File: src/rtl/data_island_scheduler_pkg.sv
// hdmi_sched_pkg: channel mode encoding, island states and island timing constants.
package hdmi_sched_pkg;
  typedef enum logic [2:0] {
    CTL       = 3'd0,
    VID_PRE   = 3'd1,
    VID_GUARD = 3'd2,
    VID_DATA  = 3'd3,
    DI_PRE    = 3'd4,
    DI_GUARD  = 3'd5,
    DI_DATA   = 3'd6
  } tmds_mode_t;
  typedef enum logic [2:0] {S_IDLE, S_PRE, S_LGUARD, S_DATA, S_TGUARD} island_state_t;
  localparam int DI_PRE_LEN = 8;
  localparam int GUARD_LEN  = 2;
  localparam int PACKET_LEN = 32;
  localparam int CTL_MIN    = 12;
endpackage

File: src/rtl/data_island_scheduler_island_fsm.sv
// island_fsm: data-island state machine with packet pixel and packet counters.
module island_fsm
  import hdmi_sched_pkg::*;
#(
  parameter int BIT_WIDTH    = 10,
  parameter int FRAME_WIDTH  = 800,
  parameter int SCREEN_WIDTH = 640,
  parameter int MAX_PACKETS  = 18
) (
  input  logic                 clk_pixel,
  input  logic                 reset_n,
  input  logic [BIT_WIDTH-1:0] cx,
  input  logic                 hold_idle,
  output logic [2:0]           island_mode,
  output logic                 packet_enable,
  output logic [4:0]           packet_pixel_counter,
  output logic                 island_overrun
);
  localparam int W1 = BIT_WIDTH + 1;
  localparam logic [W1-1:0] WIN_START = W1'(SCREEN_WIDTH + 4);
  localparam logic [W1-1:0] VP_START  = W1'(FRAME_WIDTH - 10);
  localparam logic [W1-1:0] LIMIT     = W1'(FRAME_WIDTH - 10 - CTL_MIN);
  localparam logic [W1-1:0] TAIL      = W1'(PACKET_LEN + GUARD_LEN);
  localparam bit ROOM = (SCREEN_WIDTH + 4 + DI_PRE_LEN + 2 * GUARD_LEN + PACKET_LEN)
                        <= (FRAME_WIDTH - 10 - CTL_MIN);
  island_state_t state_q, state_d;
  logic [4:0] cnt_q, cnt_d, pkt_q, pkt_d;
  logic pe_q, pe_d, ovr_q, ovr_d;
  logic [W1-1:0] x, p;
  assign x = {1'b0, cx};
  assign p = x + W1'(1);
  // Registers describe the pixel currently on the outputs; *_d describe the sampled cx.
  always_comb begin
    state_d = state_q;
    cnt_d   = cnt_q + 5'd1;
    pkt_d   = pkt_q;
    ovr_d   = 1'b0;
    case (state_q)
      S_IDLE: begin
        cnt_d = '0;
        if (x == WIN_START && ROOM && !hold_idle) state_d = S_PRE;
      end
      S_PRE: if (cnt_q == 5'(DI_PRE_LEN - 1)) begin
        state_d = S_LGUARD;
        cnt_d   = '0;
      end
      S_LGUARD: if (cnt_q == 5'(GUARD_LEN - 1)) begin
        state_d = S_DATA;
        cnt_d   = '0;
        pkt_d   = 5'd1;
      end
      S_DATA: if (cnt_q == 5'(PACKET_LEN - 1)) begin
        cnt_d = '0;
        if (pe_q) pkt_d = pkt_q + 5'd1;
        else state_d = S_TGUARD;
      end
      S_TGUARD: if (cnt_q == 5'(GUARD_LEN - 1)) begin
        state_d = S_IDLE;
        cnt_d   = '0;
      end
      default: begin
        state_d = S_IDLE;
        cnt_d   = '0;
      end
    endcase
    pe_d = (state_d == S_LGUARD && cnt_d == 5'(GUARD_LEN - 1)) ||
           (state_d == S_DATA && cnt_d == 5'(PACKET_LEN - 1) &&
            pkt_d < 5'(MAX_PACKETS) && p + TAIL <= LIMIT);
    if (x == VP_START && state_d != S_IDLE) begin
      state_d = S_IDLE;
      cnt_d   = '0;
      pe_d    = 1'b0;
      ovr_d   = 1'b1;
    end
  end
  always_ff @(posedge clk_pixel or negedge reset_n)
    if (!reset_n) begin
      state_q <= S_IDLE;
      cnt_q   <= '0;
      pkt_q   <= '0;
      pe_q    <= 1'b0;
      ovr_q   <= 1'b0;
    end else begin
      state_q <= state_d;
      cnt_q   <= cnt_d;
      pkt_q   <= pkt_d;
      pe_q    <= pe_d;
      ovr_q   <= ovr_d;
    end
  assign island_mode = state_d == S_PRE ? DI_PRE :
                       (state_d == S_LGUARD || state_d == S_TGUARD) ? DI_GUARD :
                       state_d == S_DATA ? DI_DATA : CTL;
  assign packet_enable        = pe_q;
  assign island_overrun       = ovr_q;
  assign packet_pixel_counter = state_q == S_DATA ? cnt_q : 5'd0;
endmodule

File: src/rtl/data_island_scheduler.sv
// data_island_scheduler: HDMI video-period decode plus one data island per line.
// Optional DISCHED_DVI_FALLBACK_EN adds dvi_mode, which suppresses new islands.
module data_island_scheduler
  import hdmi_sched_pkg::*;
#(
  parameter int BIT_WIDTH     = 10,
  parameter int BIT_HEIGHT    = 10,
  parameter int FRAME_WIDTH   = 800,
  parameter int FRAME_HEIGHT  = 525,
  parameter int SCREEN_WIDTH  = 640,
  parameter int SCREEN_HEIGHT = 480,
  parameter int MAX_PACKETS   = 18
) (
  input  logic                  clk_pixel,
  input  logic                  reset_n,
`ifdef DISCHED_DVI_FALLBACK_EN
  input  logic                  dvi_mode,
`endif
  input  logic [BIT_WIDTH-1:0]  cx,
  input  logic [BIT_HEIGHT-1:0] cy,
  output logic [2:0]            mode,
  output logic                  packet_enable,
  output logic [4:0]            packet_pixel_counter,
  output logic                  video_field_end,
  output logic                  island_overrun
);
  localparam int W1 = BIT_WIDTH + 1;
  localparam int H1 = BIT_HEIGHT + 1;
  localparam logic [W1-1:0] VP_START = W1'(FRAME_WIDTH - 10);
  localparam logic [W1-1:0] VP_END   = W1'(FRAME_WIDTH - 3);
  localparam logic [W1-1:0] VG_START = W1'(FRAME_WIDTH - 2);
  localparam logic [W1-1:0] VG_END   = W1'(FRAME_WIDTH - 1);
  localparam logic [W1-1:0] SW       = W1'(SCREEN_WIDTH);
  localparam logic [H1-1:0] SH       = H1'(SCREEN_HEIGHT);
  logic [W1-1:0] x;
  logic [H1-1:0] y;
  logic [2:0] island_mode, mode_d, mode_q;
  logic hold_idle, next_act, vfe_d, vfe_q;
  assign x = {1'b0, cx};
  assign y = {1'b0, cy};
`ifdef DISCHED_DVI_FALLBACK_EN
  assign hold_idle = dvi_mode;
`else
  assign hold_idle = 1'b0;
`endif
  island_fsm #(
    .BIT_WIDTH   (BIT_WIDTH),
    .FRAME_WIDTH (FRAME_WIDTH),
    .SCREEN_WIDTH(SCREEN_WIDTH),
    .MAX_PACKETS (MAX_PACKETS)
  ) u_fsm (
    .clk_pixel           (clk_pixel),
    .reset_n             (reset_n),
    .cx                  (cx),
    .hold_idle           (hold_idle),
    .island_mode         (island_mode),
    .packet_enable       (packet_enable),
    .packet_pixel_counter(packet_pixel_counter),
    .island_overrun      (island_overrun)
  );
  // The preamble announces the next line, so it keys off the following cy.
  always_comb begin
    next_act = y == H1'(FRAME_HEIGHT - 1) || y < H1'(SCREEN_HEIGHT - 1);
    mode_d   = next_act && x >= VP_START && x <= VP_END ? VID_PRE :
               next_act && x >= VG_START && x <= VG_END ? VID_GUARD :
               x < SW && y < SH ? VID_DATA : island_mode;
    vfe_d    = x == SW - W1'(1) && y == SH - H1'(1);
  end
  always_ff @(posedge clk_pixel or negedge reset_n)
    if (!reset_n) begin
      mode_q <= CTL;
      vfe_q  <= 1'b0;
    end else begin
      mode_q <= mode_d;
      vfe_q  <= vfe_d;
    end
  assign mode            = mode_q;
  assign video_field_end = vfe_q;
endmodule

File: config.mk
export PLATFORM = sky130hd
export DESIGN_NAME = data_island_scheduler
export DESIGN_NICKNAME = d
export VERILOG_FILES = /design/src/rtl/data_island_scheduler_pkg.sv /design/src/rtl/data_island_scheduler_island_fsm.sv /design/src/rtl/data_island_scheduler.sv
export SDC_FILE = /design/constraint.sdc
export NUM_CORES = 1
export LEC_CHECK = 0
export ABC_AREA = 1
export BUFFER_PORTS_ARGS = -buffer_cell sky130_fd_sc_hd__buf_2
export CORE_AREA = 2 2 78 80
export DETAILED_ROUTE_END_ITERATION = 6
export DIE_AREA = 0 0 80 82
export PLACE_DENSITY = 0.64
export SLEW_MARGIN = 20
export SYNTH_ARGS = -nofsm -noshare
export SYNTH_HDL_FRONTEND = slang
export SYNTH_HIERARCHICAL = 1
export SYNTH_SLANG_ARGS = --single-unit
File: constraint.sdc
create_clock -name clk_pixel -period 5.5 [get_ports clk_pixel]
set_input_delay 1.1 -clock clk_pixel [delete_from_list [all_inputs] [get_ports clk_pixel]]
set_output_delay 1.1 -clock clk_pixel [all_outputs]
set_load 0.1 [all_outputs]
==> summary.txt, run 1 <==
Async S/R FF share, synth = 100%
Chip height = 82 um
CTS Buffer Depth = 2
CTS Hold Bufs = 0
Fmax = 0.343 GHz
CP max stage cell = buf_2
# DRC = 0
DRT iter0 DRCs = 104
Post-CTS sizing = 0
Drt first pass iters = 4
Total Routed Length = 4470 um
# nets final = 385
CP max stage delay = 0.43 ns
Syn avg cell area = 6.12 um^2
CTS root buf = clkbuf_8
Num CTS Buffers = 3
Lkg Pwr = 1.22 nW
Clock Skew = 0.00203 ns
H-tree depth = 1
Pre-CTS setup slack = 2.76 ns
Antenna-violating nets left = 0
P&R area growth vs syn = 14.7%
Final cell count without fillers = 429
Core area = 0.00575 mm^2
Syn_nets = 349
Status = completed
CTS sink cnt = 19
Post-DR vias/cell = 4.66
Number of synthesized flops with an enable pin = 0
Synth Area in Adders = 5.12%
Worst hold slack = 0.586 ns
Cell family with most CP delay = buffers and inverters
Finish-stage setup viols = 0
Layout cell share with drive strength beyond 1 = 21.2%
Top-level I/O count = 33
Placed inst area = 0.00220 mm^2
Worst path bufs/invs = 3
Initial Util = 34.0%
Final Util = 39.0%
Mux cell area share after synthesis = 0%
Number of global-route vias before repair = 1,824
Crit path kind = register to primary output
Clock Latency Late Sink = 0.25 ns
Synth Area in Compound Gates = 6.60%
Total power draw = 305 uW
CP endpoint kind = primary output
Post-Synth XOR/XNOR Area = 0.897%
Sequential share of the synthesized area = 24.3%
Die footprint = 0.00656 mm^2
Clock slew at reported path FFs = 0.07 ns
All-Layer GR Usage = 14.5%
Drt wl/cell = 10.4 um
First-pass GRT wire length = 7760 um
PD cells = 136 mW/mm^2
Max VDD drop = 0.0533 mV
Tmin final = 2.91 ns
Post-route setup slack = 2.59 ns
Finished layout cell area = 0.00224 mm^2
Mapped Area = 0.00195 mm^2
Max-Cap Viols = 0
Synth unique cells = 34
Final setup TNS = 0 ns
Worst setup SP type = register
Total vias in the final route = 2,000
# rows = 28
Post-CTS setup buffer count = 0
Die width = 80 um
Tcrit/Tclk final = 53.0%
WP data required = 4.40 ns
CTS tree = done
RePlAce Congestion = 0.839
Worst hold path type = register to register
Synth Instances = 319
N_diodes = 0
Gr ovfl total = 0
Synthesized flop and latch total = 19
Slew Limit Fails = 0
Simple-Gate Fraction of Synth Area = 51.4%
PortBufs = 32
CP max FO = 13
Arr. time, crit path = 1.81 ns
Detailed Place HPWL = 3700 um
Crit-path cells = inv_2 > nand2_4 > nor2_4 > inv_1 > nor2_1 > buf_2
RSZ-0062 raised after global routing = false
Most used flip-flop cell after synthesis = dfrtp_1
Initial antenna violation count = 0
Final Hold Viols = 0
Largest net degree at the start of global routing = 20
Largest family of logic cells by synthesized area = simple AND/OR/NAND/NOR gates
Synth warn = 6
Placed Instances = 425
where the power goes:
part / total (mW) / internal (mW) / switching [mW]
Sequential: 0.142 / 0.141 / 0.00103
Clock: 0.0953 / 0.0515 / 0.0438
Combinational: 0.0674 / 0.0202 / 0.0472
Total: 0.305 / 0.213 / 0.0920
cell type report:
type	count	area, um^2
inverter	56	211
tap	75	93.8
clock buffer	4	45.0
timing repair buffer	32	160
sequential	19	475
fill	636	3500
multi-input combinational	243	1250
sequential cells by signal, indices dropped and copies added (netlist names):
signal                flops
mode                      3
u_fsm/cnt_q               5
u_fsm/island_overrun      1
u_fsm/packet_enable       1
u_fsm/pkt_q               5
u_fsm/state_q             3
video_field_end           1
placed cells by master, fill, tap and decap left out:
cell type	synthesis	routed
clkbuf_8	0	3
conb_1	1	1
clkinv_1	1	1
o21bai_1	1	1
o21bai_2	1	1
nand2_2	8	8
o21ai_1	2	2
clkbuf_1	0	1
a21boi_4	1	1
nor3_1	4	4
clkinv_2	1	1
nor2_2	5	5
o21ai_0	3	3
nand2_1	81	81
nand3_4	1	1
ha_1	8	8
nor4_1	2	2
a21oi_2	2	2
o211ai_1	1	1
dfrtp_1	19	19
and2_0	1	1
nand3b_1	3	3
nor2_1	49	49
nand3_2	3	3
inv_1	44	44
nand3_1	48	48
o21ai_2	1	1
inv_2	10	10
buf_2	0	32
nor2_4	4	4
a31oi_1	2	2
or2_2	1	1
xor2_1	2	2
nand2_4	2	2
nand4_1	2	2
a21oi_1	4	4
final timing paths:
path / startpoint / endpoint / slack (ns) / cells past startpoint
max in group asynchronous: reset_n / u_fsm/pkt_q[3] / 4.43 / 1
max: u_fsm/state_q[2] / packet_pixel_counter[3] / 2.59 / 6
min in group asynchronous: reset_n / u_fsm/cnt_q[1] / 0.77 / 1
min: u_fsm/pkt_q[4] / u_fsm/pkt_q[4] / 0.59 / 3
max reg2reg: u_fsm/cnt_q[0] / u_fsm/packet_enable / 3.33 / 12
min reg2reg: u_fsm/pkt_q[4] / u_fsm/pkt_q[4] / 0.59 / 3
cell usage after synthesis, drive strengths merged, types with 3 or more instances:
| cell | instances | share of area [%] |
|---|---|---|
| a21oi | 6 | 1.9 |
| dfrtp | 19 | 24 |
| ha | 8 | 5.1 |
| inv | 54 | 10 |
| nand2 | 91 | 19 |
| nand3 | 52 | 15 |
| nand3b | 3 | 1.2 |
| nor2 | 58 | 13 |
| nor3 | 4 | 1.0 |
| o21ai | 6 | 1.7 |
logic make-up (layout without fill, tap and decap cells):
| logic type | after synthesis | in the layout |
|---|---|---|
| compound gates | 18 | 18 |
| xor+xnor | 2 | 2 |
| fa+ha+maj | 8 | 8 |
| buf+inv | 57 | 92 |
| flops | 19 | 19 |
| other cells | 1 | 1 |
| simple gates | 214 | 214 |
metal layers:
metal / vias up / part of all wire (%) / global-route usage [%]
li1: 1069 / - / -
met1: 892 / 49 / 18.6
met2: 35 / 47 / 26.3
met3: 4 / 3.3 / 1.32
met4: 0 / 0.83 / 3.56
met5: - / 0 / 0
worst reg2reg max path: cells and delay by family, from the launching register on:
kind	cells	cell delay, ns
AND/OR/NAND/NOR	7	0.79
flip-flops	1	0.46
adder cells (fa/ha/maj)	2	0.51
AO/OA/AOI/OAI	3	0.34
No activity file was read; power rests on OpenSTA's default activity.
==> run 2, diff against run 1 <==
==> constraint.sdc (replaced) <==
create_clock -name clk_pixel -period 3 [get_ports clk_pixel]
set_input_delay 0.6 -clock clk_pixel [delete_from_list [all_inputs] [get_ports clk_pixel]]
set_output_delay 0.6 -clock clk_pixel [all_outputs]
set_load 0.1 [all_outputs]
==> summary.txt, run 2 (synthesis results as in run 1) <==
CTS Buffer Depth = 2
CTS tree = done
# DRC = 0
All-Layer GR Usage = 14.9%
P&R area growth vs syn = 14.8%
CTS Hold Bufs = 0
Most common cell after layout, fill and taps aside = nand2_1
Met3 Usage GRT = 1.32%
Top Registers = u_fsm/cnt_q x5, u_fsm/pkt_q x5
Core area = 0.00575 mm^2
Clock Latency Late Sink = 0.26 ns
WP data required = 2.40 ns
First-pass GRT wire length = 7980 um
Worst hold path type = primary input to asynchronous set/reset pin
Total Routed Length = 4670 um
Tmin final = 2.51 ns
Status = completed
Largest net degree at the start of global routing = 20
Worst setup SP type = register
CP max stage cell = buf_2
PD cells = 254 mW/mm^2
CTS root buf = clkbuf_8
Lkg Pwr = 1.22 nW
Tcrit/Tclk final = 83.6%
# nets final = 385
Number of global-route vias before repair = 1,858
Crit path kind = register to primary output
Total power draw = 570 uW
Comb pwr share = 21.9%
Chip height = 82 um
Initial Util = 34.0%
CTS sink cnt = 19
Gr ovfl total = 0
Num CTS Buffers = 3
Clock slew at reported path FFs = 0.08 ns
Final setup TNS = 0 ns
PortBufs = 32
Met2 Track Usage GR = 27.3%
GR Util met1 = 18.9%
Final Hold Viols = 0
Sequential share of power = 45.8%
Commonest cells after routing, fill and taps aside = nand2_1 (81), nor2_1 (49), nand3_1 (48), inv_1 (44), buf_2 (32)
Switching share of power = 31.8%
CP endpoint kind = primary output
# rows = 28
Cell family with most CP delay = buffers and inverters
Pre-CTS setup slack = 0.737 ns
RePlAce Congestion = 0.840
N_diodes = 0
Worst path bufs/invs = 3
Arr. time, crit path = 1.91 ns
Sw Pwr = 181 uW
Top-level I/O count = 33
Placed inst area = 0.00220 mm^2
Total vias in the final route = 2,042
CP max FO = 13
H-tree depth = 1
Finished layout cell area = 0.00224 mm^2
Drt first pass iters = 4
Post-DR vias/cell = 4.76
Max VDD drop = 0.101 mV
Finish-stage setup viols = 0
Max-Cap Viols = 0
Gr busiest metal = met2
P_int = 389 uW
Layout cell share with drive strength beyond 1 = 21.5%
Worst hold slack = 0.280 ns
Die footprint = 0.00656 mm^2
Antenna-violating nets left = 0
RSZ-0062 raised after global routing = false
Die width = 80 um
Crit-path cells = inv_2 > nand2_4 > nor2_4 > inv_1 > nor2_1 > buf_2
DRT iter0 DRCs = 126
Post-route setup slack = 0.491 ns
Post-CTS sizing = 0
Drt wl/cell = 10.9 um
Detailed Place HPWL = 3750 um
Slew Limit Fails = 0
Initial antenna violation count = 0
Fmax = 0.399 GHz
CP max stage delay = 0.43 ns
Clk pwr share = 32.3%
Post-CTS setup buffer count = 0
Clock Skew = 0.00287 ns
==> run 2: power by group through the flow <==
stage          logic [mW]  clock network [mW]  registers (mW)
3_3_place_gp        0.124                   0           0.266
4_1_cts             0.126               0.191           0.261
2_1_floorplan      0.0596                   0           0.284
3_5_place_dp        0.125                   0           0.266
6_report            0.125               0.184           0.261
5_1_grt             0.142               0.202           0.261
==> run 2: worst paths after layout <==
| kind | startpoint | cells after the start | slack, ns | endpoint |
|---|---|---|---|---|
| hold reg to reg | u_fsm/pkt_q[0] | 2 | 0.58 | u_fsm/pkt_q[0] |
| min in group clk_pixel | u_fsm/pkt_q[0] | 2 | 0.58 | u_fsm/pkt_q[0] |
| max in group asynchronous | reset_n | 1 | 2.40 | u_fsm/pkt_q[1] |
| hold / removal | reset_n | 1 | 0.28 | u_fsm/cnt_q[3] |
| setup reg to reg | u_fsm/cnt_q[0] | 12 | 0.88 | u_fsm/packet_enable |
| setup / recovery | u_fsm/state_q[2] | 6 | 0.49 | packet_pixel_counter[2] |
==> run 2: per-layer routing <==
| metal | share of wire (%) | vias up |
|---|---|---|
| met5 | 0 | - |
| met3 | 4.1 | 8 |
| li1 | - | 1072 |
| met4 | 1.7 | 0 |
| met2 | 45 | 59 |
| met1 | 49 | 903 |
==> run 2: final cells by class <==
type / instances / area (um^2)
clock buffer: 3 / 41.3
clock inverter: 1 / 5.00
fill: 646 / 3500
inverter: 56 / 211
multi-input combinational: 243 / 1250
sequential: 19 / 475
tap: 75 / 93.8
timing repair buffer: 32 / 160
==> run 2: metrics by stage <==
stage | instances | util [%]
CTS | 429 | 39.0
floorplan | 319 | -
global route | 429 | 39.0
detailed placement | 425 | 38.2
global placement | 425 | 38.2
finish | 429 | 39.0
==> run 3, diff against run 2 <==
--- a/config.mk
+++ b/config.mk
@@ -5,12 +5,12 @@
 export SDC_FILE = /design/constraint.sdc
 export NUM_CORES = 1
 export LEC_CHECK = 0
-export ABC_AREA = 1
+export ABC_AREA = 0
 export BUFFER_PORTS_ARGS = -buffer_cell sky130_fd_sc_hd__buf_2
-export CORE_AREA = 2 2 78 80
+export CORE_AREA = 2 2 72 74
 export DETAILED_ROUTE_END_ITERATION = 6
-export DIE_AREA = 0 0 80 82
-export PLACE_DENSITY = 0.64
+export DIE_AREA = 0 0 74 76
+export PLACE_DENSITY = 0.67
 export SLEW_MARGIN = 20
 export SYNTH_ARGS = -nofsm -noshare
 export SYNTH_HDL_FRONTEND = slang
==> constraint.sdc (replaced) <==
create_clock -name clk_pixel -period 2.22 [get_ports clk_pixel]
set_input_delay 0.444 -clock clk_pixel [delete_from_list [all_inputs] [get_ports clk_pixel]]
set_output_delay 0.444 -clock clk_pixel [all_outputs]
set_load 0.1 [all_outputs]
==> summary.txt, run 3 <==
Status = completed
Drt wl/cell = 13.8 um
Worst setup SP type = register
First-pass GRT wire length = 7310 um
CP Launch Point = u_fsm/cnt_q[0]
Layout cell share with drive strength beyond 1 = 35.2%
Finished layout cell area = 0.00227 mm^2
Drt first pass iters = 4
Met3 Usage GRT = 1.85%
Antenna-violating nets left = 0
Die footprint = 0.00562 mm^2
Final Util = 46.2%
CTS Buffer Depth = 2
Number of global-route vias before repair = 1,641
Fmax = 0.459 GHz
Num CTS Buffers = 3
Clock slew at reported path FFs = 0.08 ns
PortBufs = 32
Lkg Pwr = 0.989 nW
Number of synthesized flops with an enable pin = 0
Total vias in the final route = 1,698
Yosys top cell area share = 28.6%
Tcrit/Tclk final = 98.0%
Chip height = 76 um
Gr busiest metal = met2
P&R area growth vs syn = 36.5%
CTS tree = done
Mapped Area = 0.00166 mm^2
Clock Latency Late Sink = 0.26 ns
Top area cells in the synthesized netlist = dfrtp_1 (29%), ha_1 (6.0%), nand2_1 (4.3%)
Initial antenna violation count = 0
# DRC = 0
Finish-stage setup viols = 0
Reg2reg start = u_fsm/cnt_q[0]
Synth Instances = 193
# rows = 26
Crit path kind = register to register
Initial Util = 33.9%
Syn avg cell area = 8.62 um^2
Top-level I/O count = 33
Tmin final = 2.18 ns
Synth warn = 6
Detailed Place HPWL = 3210 um
Synth unique cells = 59
All-Layer GR Usage = 16.1%
RSZ-0062 raised after global routing = true
Post-DR vias/cell = 5.36
Total Routed Length = 4370 um
PD cells = 333 mW/mm^2
Sequential share of the synthesized area = 28.6%
CTS sink cnt = 19
Synthesized flop and latch total = 19
H-tree depth = 1
DRT iter0 DRCs = 79
GR Util met1 = 21.4%
Async S/R FF share, synth = 100%
Worst hold path type = primary input to asynchronous set/reset pin
Arr. time, crit path = 2.35 ns
Max-Cap Viols = 0
Top Registers = u_fsm/cnt_q x5, u_fsm/pkt_q x5
Commonest cells after routing, fill and taps aside = buf_2 (27), buf_4 (21), nand2_1 (19), dfrtp_1 (18), nor2_1 (15)
# nets final = 278
N_diodes = 0
Final Hold Viols = 0
CP max FO = 6
Post-synth top area cell = dfrtp_1
Most used flip-flop cell after synthesis = dfrtp_1
Placed inst area = 0.00211 mm^2
WP data required = 2.40 ns
CP endpoint kind = register
Gr ovfl total = 0
CTS Hold Bufs = 0
Largest net degree at the start of global routing = 20
Post-synth top cells = dfrtp_1 (19), nand2_1 (19), nor2_1 (15), ha_1 (8)
Syn_nets = 223
Core area = 0.00491 mm^2
Max VDD drop = 0.219 mV
RePlAce Congestion = 0.919
Met2 Track Usage GR = 25.2%
Slew Limit Fails = 0
CTS root buf = clkbuf_8
Die width = 74 um
Clock Skew = 0.00422 ns
Most common cell after layout, fill and taps aside = buf_2
## run 3: cell types whose count changed in the layout (fill, tap and decap cells not counted), moves of 10 or more
cell,change
nor2_1,-34
nand2_1,-62
nand3_1,-42
buf_4,+21
inv_2,-10
inv_1,-37
## run 3: logic make-up (layout without fill, tap and decap cells)
family | after synthesis | in the layout | share of synthesized area [%]
buffers and inverters | 11 | 65 | 2.63
AND/OR/NAND/NOR | 105 | 105 | 39.6
flip-flops | 19 | 19 | 28.6
AO/OA/AOI/OAI | 44 | 44 | 20.0
other | 1 | 1 | 0.226
multiplexers | 3 | 3 | 1.88
adder cells (fa/ha/maj) | 8 | 8 | 6.02
XOR/XNOR | 2 | 2 | 1.05
## run 3: report_power, final
group | switching (mW) | internal, mW | total (mW)
Sequential | 0.00252 | 0.350 | 0.352
Clock | 0.124 | 0.125 | 0.250
Combinational | 0.0935 | 0.0600 | 0.153
## run 3: critical path, cell delays in order (launching register included)
cell      delay [ns]
dfrtp_1         0.43
ha_2            0.21
and3_4          0.20
ha_4            0.16
nand3b_1        0.14
buf_4           0.17
or2_2           0.29
a31oi_2         0.21
nor2_1          0.09
a211oi_2        0.18
## run 3: worst paths after layout
check                                      end  slack (ns)  cells past startpoint
max                                    mode[0]        0.04                      9
min                             u_fsm/pkt_q[1]        0.11                      1
max reg2reg                            mode[0]        0.04                      9
min reg2reg                     u_fsm/pkt_q[3]        0.55                      2
max in group asynchronous  u_fsm/packet_enable        1.78                      1
min in group clk_pixel         video_field_end        0.44                      3
## run 3: area by class of cell
class	count	area, um^2
fillers	471	2640
multi-input cells	163	1230
flip-flops and latches	19	477
repair buffers	54	404
well taps	70	87.6
clock buffers	3	41.3
inverters	7	26.3
clock inverters	1	5.00
## run 3: metal layers
layer,wire [um],up-vias
met5,0,-
met4,111,0
met3,195,10
met2,2070,62
met1,2000,781
li1,-,845
## run 3: repair_timing
item,CTS,global route
pin swaps,0,10
resized for setup,4,12
cloned,0,0
setup endpoints to repair,1,2
setup buffers,1,3
## run 3: through the flow
stage	instances	setup slack, ns	setup TNS [ns]	power (mW)	hold slack, ns
final	317	0.0435	0	0.755	0.112
after floorplan	193	0.0898	0	0.435	0.148
after global routing	317	-0.0452	-0.0732	0.794	0.148
after CTS	315	0.0172	0	0.753	0.132
after detailed placement	310	-0.0735	-0.0735	0.506	0.416
after global placement	310	-0.00829	-0.00829	0.503	0.410
